==> config.mk <==
export PLATFORM = sky130hd
export DESIGN_NAME = strobe_gen
export DESIGN_NICKNAME = d
export VERILOG_FILES = /design/src/rtl/strobe_gen.sv
export SDC_FILE = /design/constraint.sdc
export NUM_CORES = 1
export LEC_CHECK = 0
export BUFFER_PORTS_ARGS = -buffer_cell sky130_fd_sc_hd__buf_2
export CAP_MARGIN = 20
export CELL_PAD_IN_SITES_DETAIL_PLACEMENT = 0
export CELL_PAD_IN_SITES_GLOBAL_PLACEMENT = 1
export CORE_MARGIN = 5
export CORE_UTILIZATION = 43
export DETAILED_ROUTE_END_ITERATION = 8
export PLACE_DENSITY = 0.77
export SYNTH_ARGS = -nofsm -noshare
export SYNTH_HDL_FRONTEND = slang
export SYNTH_SLANG_ARGS = --single-unit
==> constraint.sdc <==
create_clock -name clk -period 2.9 [get_ports clk]
set_input_delay 0.58 -clock clk [delete_from_list [all_inputs] [get_ports clk]]
set_output_delay 0.58 -clock clk [all_outputs]
set_load 0.01 [all_outputs]
==> src/rtl/strobe_gen.sv <==
// Strobe generator: issues one-cycle enable strobes every max(period,1) cycles,
// either for a finite burst (ending with a done pulse) or continuously until stopped.
module strobe_gen #(
    parameter string ARCHITECTURE = "BEHAVIORAL",
    parameter int    PERIOD_WIDTH = 8,
    parameter int    BURST_WIDTH  = 8
) (
    input  logic                    clk,
    input  logic                    rst,
    input  logic                    start,
    input  logic                    stop,
    input  logic [PERIOD_WIDTH-1:0] period,
    input  logic [BURST_WIDTH-1:0]  burst_len,
    output logic                    en,
    output logic                    busy,
    output logic                    done,
    output logic [BURST_WIDTH-1:0]  strobe_cnt
);

    typedef enum logic [1:0] {
        IDLE = 2'd0,
        RUN  = 2'd1,
        DONE = 2'd2
    } state_t;

    localparam logic [PERIOD_WIDTH-1:0] PER_ZERO = {PERIOD_WIDTH{1'b0}};
    localparam logic [PERIOD_WIDTH-1:0] PER_ONE  = {{(PERIOD_WIDTH-1){1'b0}}, 1'b1};
    localparam logic [BURST_WIDTH-1:0]  CNT_ZERO = {BURST_WIDTH{1'b0}};
    localparam logic [BURST_WIDTH-1:0]  CNT_ONE  = {{(BURST_WIDTH-1){1'b0}}, 1'b1};

    state_t                  r_state, w_state_nxt;
    logic [PERIOD_WIDTH-1:0] r_per, w_per_nxt;
    logic [PERIOD_WIDTH-1:0] r_cnt, w_cnt_nxt;
    logic [BURST_WIDTH-1:0]  r_len, w_len_nxt;
    logic [BURST_WIDTH-1:0]  r_strobe_cnt, w_strobe_cnt_nxt;
    logic                    r_en, w_en_nxt;
    logic                    r_busy, w_busy_nxt;
    logic                    r_done, w_done_nxt;
    logic                    w_last;

    // Cycles to wait after a strobe before the next one; period 0 behaves like 1.
    function automatic logic [PERIOD_WIDTH-1:0] reload_of(input logic [PERIOD_WIDTH-1:0] p);
        if (p == PER_ZERO) begin
            reload_of = PER_ZERO;
        end else begin
            reload_of = p - PER_ONE;
        end
    endfunction

    // The cycle holding the final strobe of a finite burst.
    assign w_last = r_en && (r_len != CNT_ZERO) && (r_strobe_cnt == r_len);

    // Next-state and next-output logic.
    always_comb begin
        w_state_nxt      = r_state;
        w_per_nxt        = r_per;
        w_len_nxt        = r_len;
        w_cnt_nxt        = r_cnt;
        w_strobe_cnt_nxt = r_strobe_cnt;
        w_en_nxt         = 1'b0;
        w_done_nxt       = 1'b0;
        case (r_state)
            IDLE: begin
                if (start && !stop) begin
                    w_state_nxt      = RUN;
                    w_per_nxt        = period;
                    w_len_nxt        = burst_len;
                    w_cnt_nxt        = reload_of(period);
                    w_strobe_cnt_nxt = CNT_ONE;
                    w_en_nxt         = 1'b1;
                end else begin
                    w_state_nxt = IDLE;
                end
            end
            RUN: begin
                if (stop) begin
                    w_state_nxt = IDLE;
                    w_cnt_nxt   = PER_ZERO;
                end else if (w_last) begin
                    w_state_nxt = DONE;
                    w_done_nxt  = 1'b1;
                end else if (r_cnt == PER_ZERO) begin
                    w_en_nxt         = 1'b1;
                    w_strobe_cnt_nxt = r_strobe_cnt + CNT_ONE;
                    w_cnt_nxt        = reload_of(r_per);
                end else begin
                    w_cnt_nxt = r_cnt - PER_ONE;
                end
            end
            DONE: begin
                w_state_nxt = IDLE;
            end
            default: begin
                w_state_nxt = IDLE;
            end
        endcase
        w_busy_nxt = (w_state_nxt == RUN);
    end

    // State and output registers.
    always_ff @(posedge clk or negedge rst) begin
        if (!rst) begin
            r_state      <= IDLE;
            r_per        <= PER_ZERO;
            r_len        <= CNT_ZERO;
            r_cnt        <= PER_ZERO;
            r_strobe_cnt <= CNT_ZERO;
            r_en         <= 1'b0;
            r_busy       <= 1'b0;
            r_done       <= 1'b0;
        end else begin
            r_state      <= w_state_nxt;
            r_per        <= w_per_nxt;
            r_len        <= w_len_nxt;
            r_cnt        <= w_cnt_nxt;
            r_strobe_cnt <= w_strobe_cnt_nxt;
            r_en         <= w_en_nxt;
            r_busy       <= w_busy_nxt;
            r_done       <= w_done_nxt;
        end
    end

    generate
        if (ARCHITECTURE == "BEHAVIORAL") begin : g_behavioral
            assign en         = r_en;
            assign busy       = r_busy;
            assign done       = r_done;
            assign strobe_cnt = r_strobe_cnt;
        end else begin : g_unsupported
            assign en         = 1'b0;
            assign busy       = 1'b0;
            assign done       = 1'b0;
            assign strobe_cnt = CNT_ZERO;
        end
    endgenerate

endmodule

; ---- Word-level counts from Yosys, hierarchy flattened
; Cells that the tools add are included.
[word_totals]
regBits = 37
inputBits = 20
output_inout_bits = 11
word_cells = 57
[op_classes]
n_addsub = 4
eq_ne = 8
mux = 24
n_reduce_logical = 13
[op_table]
columns = op, n
row1 = two-way mux 8 bit, 10
row2 = one-hot mux 8 bit (2 select lines), 2
row3 = zero test 8 bit, 3
row4 = subtractor 8 x 1 -> 8 bit (second input constant), 3
row5 = adder 8 x 1 -> 8 bit (second input constant), 1
row6 = equality test 8 bit, 1
row7 = two-way mux 1 bit, 8
row8 = != test 2 bit (second input constant), 4
row9 = nonzero test 8 bit, 1
row10 = AND reduction 5 bit, 1
row11 = equality test 2 x 1 -> 1 bit (second input constant), 2
row12 = two-way mux 2 bit, 2
row13 = one-hot mux 2 bit (2 select lines), 1
row14 = logical AND 1 bit, 3
row15 = != test 3 bit (second input constant), 1
row16 = AND reduction 3 bit, 1
row17 = zero test 2 bit, 1
row18 = one-hot mux 1 bit (2 select lines), 1
row19 = AND reduction 2 bit, 1
row20 = nonzero test 2 bit, 1
row21 = zero test 1 bit, 1

; ---- Longest topological paths before layout
[depth]
depth_word = 7
depth_mapped = 7
mapped_depth_nobuf = 7

; ---- Worst setup path before layout
; OpenSTA, ideal clock, no wires.
[synth_path]
kind = register -> register
from = reg r_strobe_cnt[0], in the netlist strobe_cnt[0]
to = reg r_strobe_cnt[5], in the netlist strobe_cnt[5]
arrival_ns = 1.966
t_required_ns = 2.764
slack_ns = 0.797
path_stages_with_launch = 8
n_path_buf = 2
synth_period_minus_slack_ns = 2.103
path_cell_list = dfrtp_1 buf_2 or4_1 o211ai_2 nor3_2 buf_2 o41ai_1 a21oi_1
[synth_via]
elab_chain_len = 5
elab_cells_between_ends = 9
[synth_lines]
columns = element, line
row1 = "start, declared", 35  ; logic [BURST_WIDTH-1:0] r_strobe_cnt, w_strobe_cnt_nxt;
row2 = "start signal, assigned", 116  ; r_strobe_cnt <= w_strobe_cnt_nxt;
row3 = adder 8 x 1 -> 8 bit, 84  ; w_strobe_cnt_nxt = r_strobe_cnt + CNT_ONE;
row4 = two-way mux 8 bit, 82  ; end else if (r_cnt == PER_ZERO) begin
row5 = two-way mux 8 bit, 79  ; end else if (w_last) begin
row6 = two-way mux 8 bit, 76  ; if (stop) begin
row7 = one-hot mux 8 bit (2 select lines), 62  ; case (r_state)
; Parallel ways exist; a longest one is shown, timed or not. The select of a mux whose other input is x is not followed.
; A chain may end at the register's enable or synchronous reset.

; ---- Final worst setup path
[layout_path]
from = reg r_cnt[0]
to = reg r_cnt[4]
[layout_via]
elab_chain_len = 5
elab_cells_between_ends = 6
[layout_lines]
columns = element, line
row1 = "start, declared", 33  ; logic [PERIOD_WIDTH-1:0] r_cnt, w_cnt_nxt;
row2 = "start signal, assigned", 115  ; r_cnt <= w_cnt_nxt;
row3 = subtractor 8 x 1 -> 8 bit or zero test 8 bit (tied branches), "87, 82"
row4 = two-way mux 8 bit (*), 82
row5 = two-way mux 8 bit (*), 79
row6 = two-way mux 8 bit (*), 76
row7 = one-hot mux 8 bit (2 select lines) (*), 62
; Every way passes the cells marked *; elsewhere a longest branch is shown, timed or not. The select of a mux whose other input is x is not followed.

==> metrics.txt <==
status=complete, no violations; final hold slack=0.3889 ns; CP endpoint kind=register; fin crit share=82.85%; met2 Usage GRT=24.64%; fin util=51.24%; CP max FO=5; synth top area cells=dfrtp_1 (40%), nand2_1 (8.7%), xnor2_1 (5.4%); Hold-fix buffers, CTS=0; P&R area growth vs syn=14.96%; vias in the first global route=1923; Post-synth EDFFs=0; dpl ws=0.4984 ns; Synth Net Count=286; total gr overflow=0; final hold viol count=0; die height=82.99 um; 1st-iter DRT viols=140; CORE AREA=0.005140 mm2; area of the multi-input gates=0.001282 mm2; layout cells sized above 1=17.53%; Post-layout nets=317; fmax=416.2 MHz; First-pass DRT Iterations=4; slew margin rel.=43.77%; row count=26; Ant. Diodes=0; cts repair resizes=0; Max Cap Viol=0; clk sinks=37; Setup TNS Final=0 ns; met3 usage=3.861%; Final min period=2.403 ns; Placed Area=0.002517 mm2; cell taking the most area after synthesis=dfrtp_1; switching pwr=0.5282 mW; antenna viol nets, final=0; Crit Path Class=register to register; CTS tree=built; Ports=31; Top FF cell, synth=dfrtp_1; Worst-path clk slew=0.08 ns; initial antenna violation count=0; register share of total power=43.9%; Int Power=1.068 mW; Num CTS Buffers=5; first-pass GRT wire length=9660 um; met1 GRT Util=25.05%; power per cell area=605.9 mW/mm2; Post-Syn Area=0.002291 mm2; largest net degree at the start of global routing=38; Die X=82.99 um; clk root buf=clkbuf_8; GP Congestion=0.8492; WL/cell=15.68 um; DR vias=1985; Critical Path RT=3.07 ns; total power=1.596 mW; Layout Cells excl Fill=361; Worst Setup Slack, final=0.4974 ns; Via density=5.499; global route hottest layer=met1; Worst-Skew Late Latency=0.29 ns; Async SR Flop Fraction=100.0%; port bufs=30; initial core utilization=44.57%; Worst Tran Pin Value=0.8435 ns; Syn Area/Cell=8.845 um2; Comb power frac=26.6%; CTS Buffer Depth=2; hpwl dp=4204 um; Synth Register Bits=37; DRC Markers=0; post-synth top area share=40.42%; Synth Warn #=0; Hold Crit Class=input pin to async pin; Design Area, Final=0.002634 mm2; Total GRT Usage=16.90%; Final Max Tran Viols=0; final setup fails=0; startpoint types=register; Worst VDD drop=0.0003418 V; DRT Wirelength=5660 um; H-tree depth=2; Reg area=925.9 um2; # Post-CTS Setup Buffers=0; Die ar.=0.006887 mm2; skew final=0.008748 ns; RSZ-0062 raised after global routing=no; Seq/Total Area, Yosys=40.42%; Netlist cell types=49; Cells after DPL=353; Layout fillers=533; crit path DAT=2.57 ns; Clock power frac=29.5%; static leakage=1.173 nW; Switching Fraction=33.10%; Mapped Cells=259
-- worst max-delay path, stage by stage, from the launching register on --
cell and delay [ns]:
dfrtp_1 0.41, inv_1 0.11, ha_1 0.17, or4b_1 0.55
o21ai_0 0.58, o21ai_0 0.19, o21ai_0 0.18, o21ai_0 0.10
-- final cells by class --
cell class,instances,area share [%]
tap,70,3.325
multi-input combinational,201,48.69
sequential,37,35.15
clock buffer,7,3.278
clock inverter,1,1.140
timing repair buffer,34,6.841
inverter,11,1.568
-- layer usage --
| layer | part of all wire (%) | wire length (um) |
|---|---|---|
| met5 | 0 | 0 |
| met4 | 0.76 | 43 |
| met3 | 4.1 | 233 |
| met2 | 44 | 2509 |
| met1 | 51 | 2874 |
-- cell usage in the layout (no fill, tap or decap), types with 7 or more instances in the layout --
cell and instances:
inv_1 11, o21ai_0 17, or4_1 9, nor3_1 8
xnor2_1 14, buf_2 30, a21oi_1 13, ha_1 7
dfrtp_1 37, nor2_1 12, nand2_1 53
-- sequential cells by signal (all words and copies together) (netlist names) --
signal,count
strobe_cnt,8
r_len,8
r_state,2
done,1
en,1
busy,1
r_per,8
r_cnt,8
-- power by group through the flow --
stage | Clock (mW) | Combinational, mW | Sequential, mW
final | 0.470 | 0.425 | 0.700
after global placement | 0 | 0.422 | 0.707
after floorplan | 0 | 0.311 | 0.684
after detailed placement | 0 | 0.424 | 0.708
after global routing | 0.506 | 0.485 | 0.713
after CTS | 0.480 | 0.428 | 0.699
-- synth_stat cells, types with 2 or more instances --
cell       instances
nand2_1           53
dfrtp_1           37
o21ai_0           17
xnor2_1           14
a21oi_1           13
nor2_1            12
inv_1             11
or4_1              9
nor3_1             8
clkbuf_1           7
ha_1               7
xor2_1             6
nor3b_1            5
mux2i_1            4
nand3_1            4
nor4_1             4
or3_1              4
nand2b_1           3
nand4_1            3
o31ai_1            3
a221oi_1           2
buf_2              2
mux2_2             2
nor4b_1            2
o2bb2ai_1          2
or4b_1             2
-- worst paths after layout --
path | startpoint | end | slack, ns | cells past startpoint
min in group clk | burst_len[7] | r_len[7]$_DFFE_PN0P_ | 0.47 | 3
worst max-delay path | r_cnt[0]$_DFFE_PN0P_ | r_cnt[4]$_DFFE_PN0P_ | 0.50 | 7
max in group asynchronous | rst | r_len[4]$_DFFE_PN0P_ | 1.98 | 1
worst min register to register | r_len[4]$_DFFE_PN0P_ | r_len[4]$_DFFE_PN0P_ | 0.51 | 2
worst max register to register | r_cnt[0]$_DFFE_PN0P_ | r_cnt[4]$_DFFE_PN0P_ | 0.50 | 7
worst min-delay path | rst | strobe_cnt[2]$_DFFE_PN0P_ | 0.39 | 1
-- kinds of logic after synthesis --
logic type | after synthesis | share of synthesized area [%]
adders and majority gates | 7 | 3.823
xor gates and xnor gates | 20 | 7.646
muxes | 6 | 2.731
DFF | 37 | 40.42
AOI/OAI and AO/OA | 52 | 15.18
and+or+nand+nor | 116 | 26.32
buffers and inverters | 21 | 3.878
(Power assumes the default switching activity.)
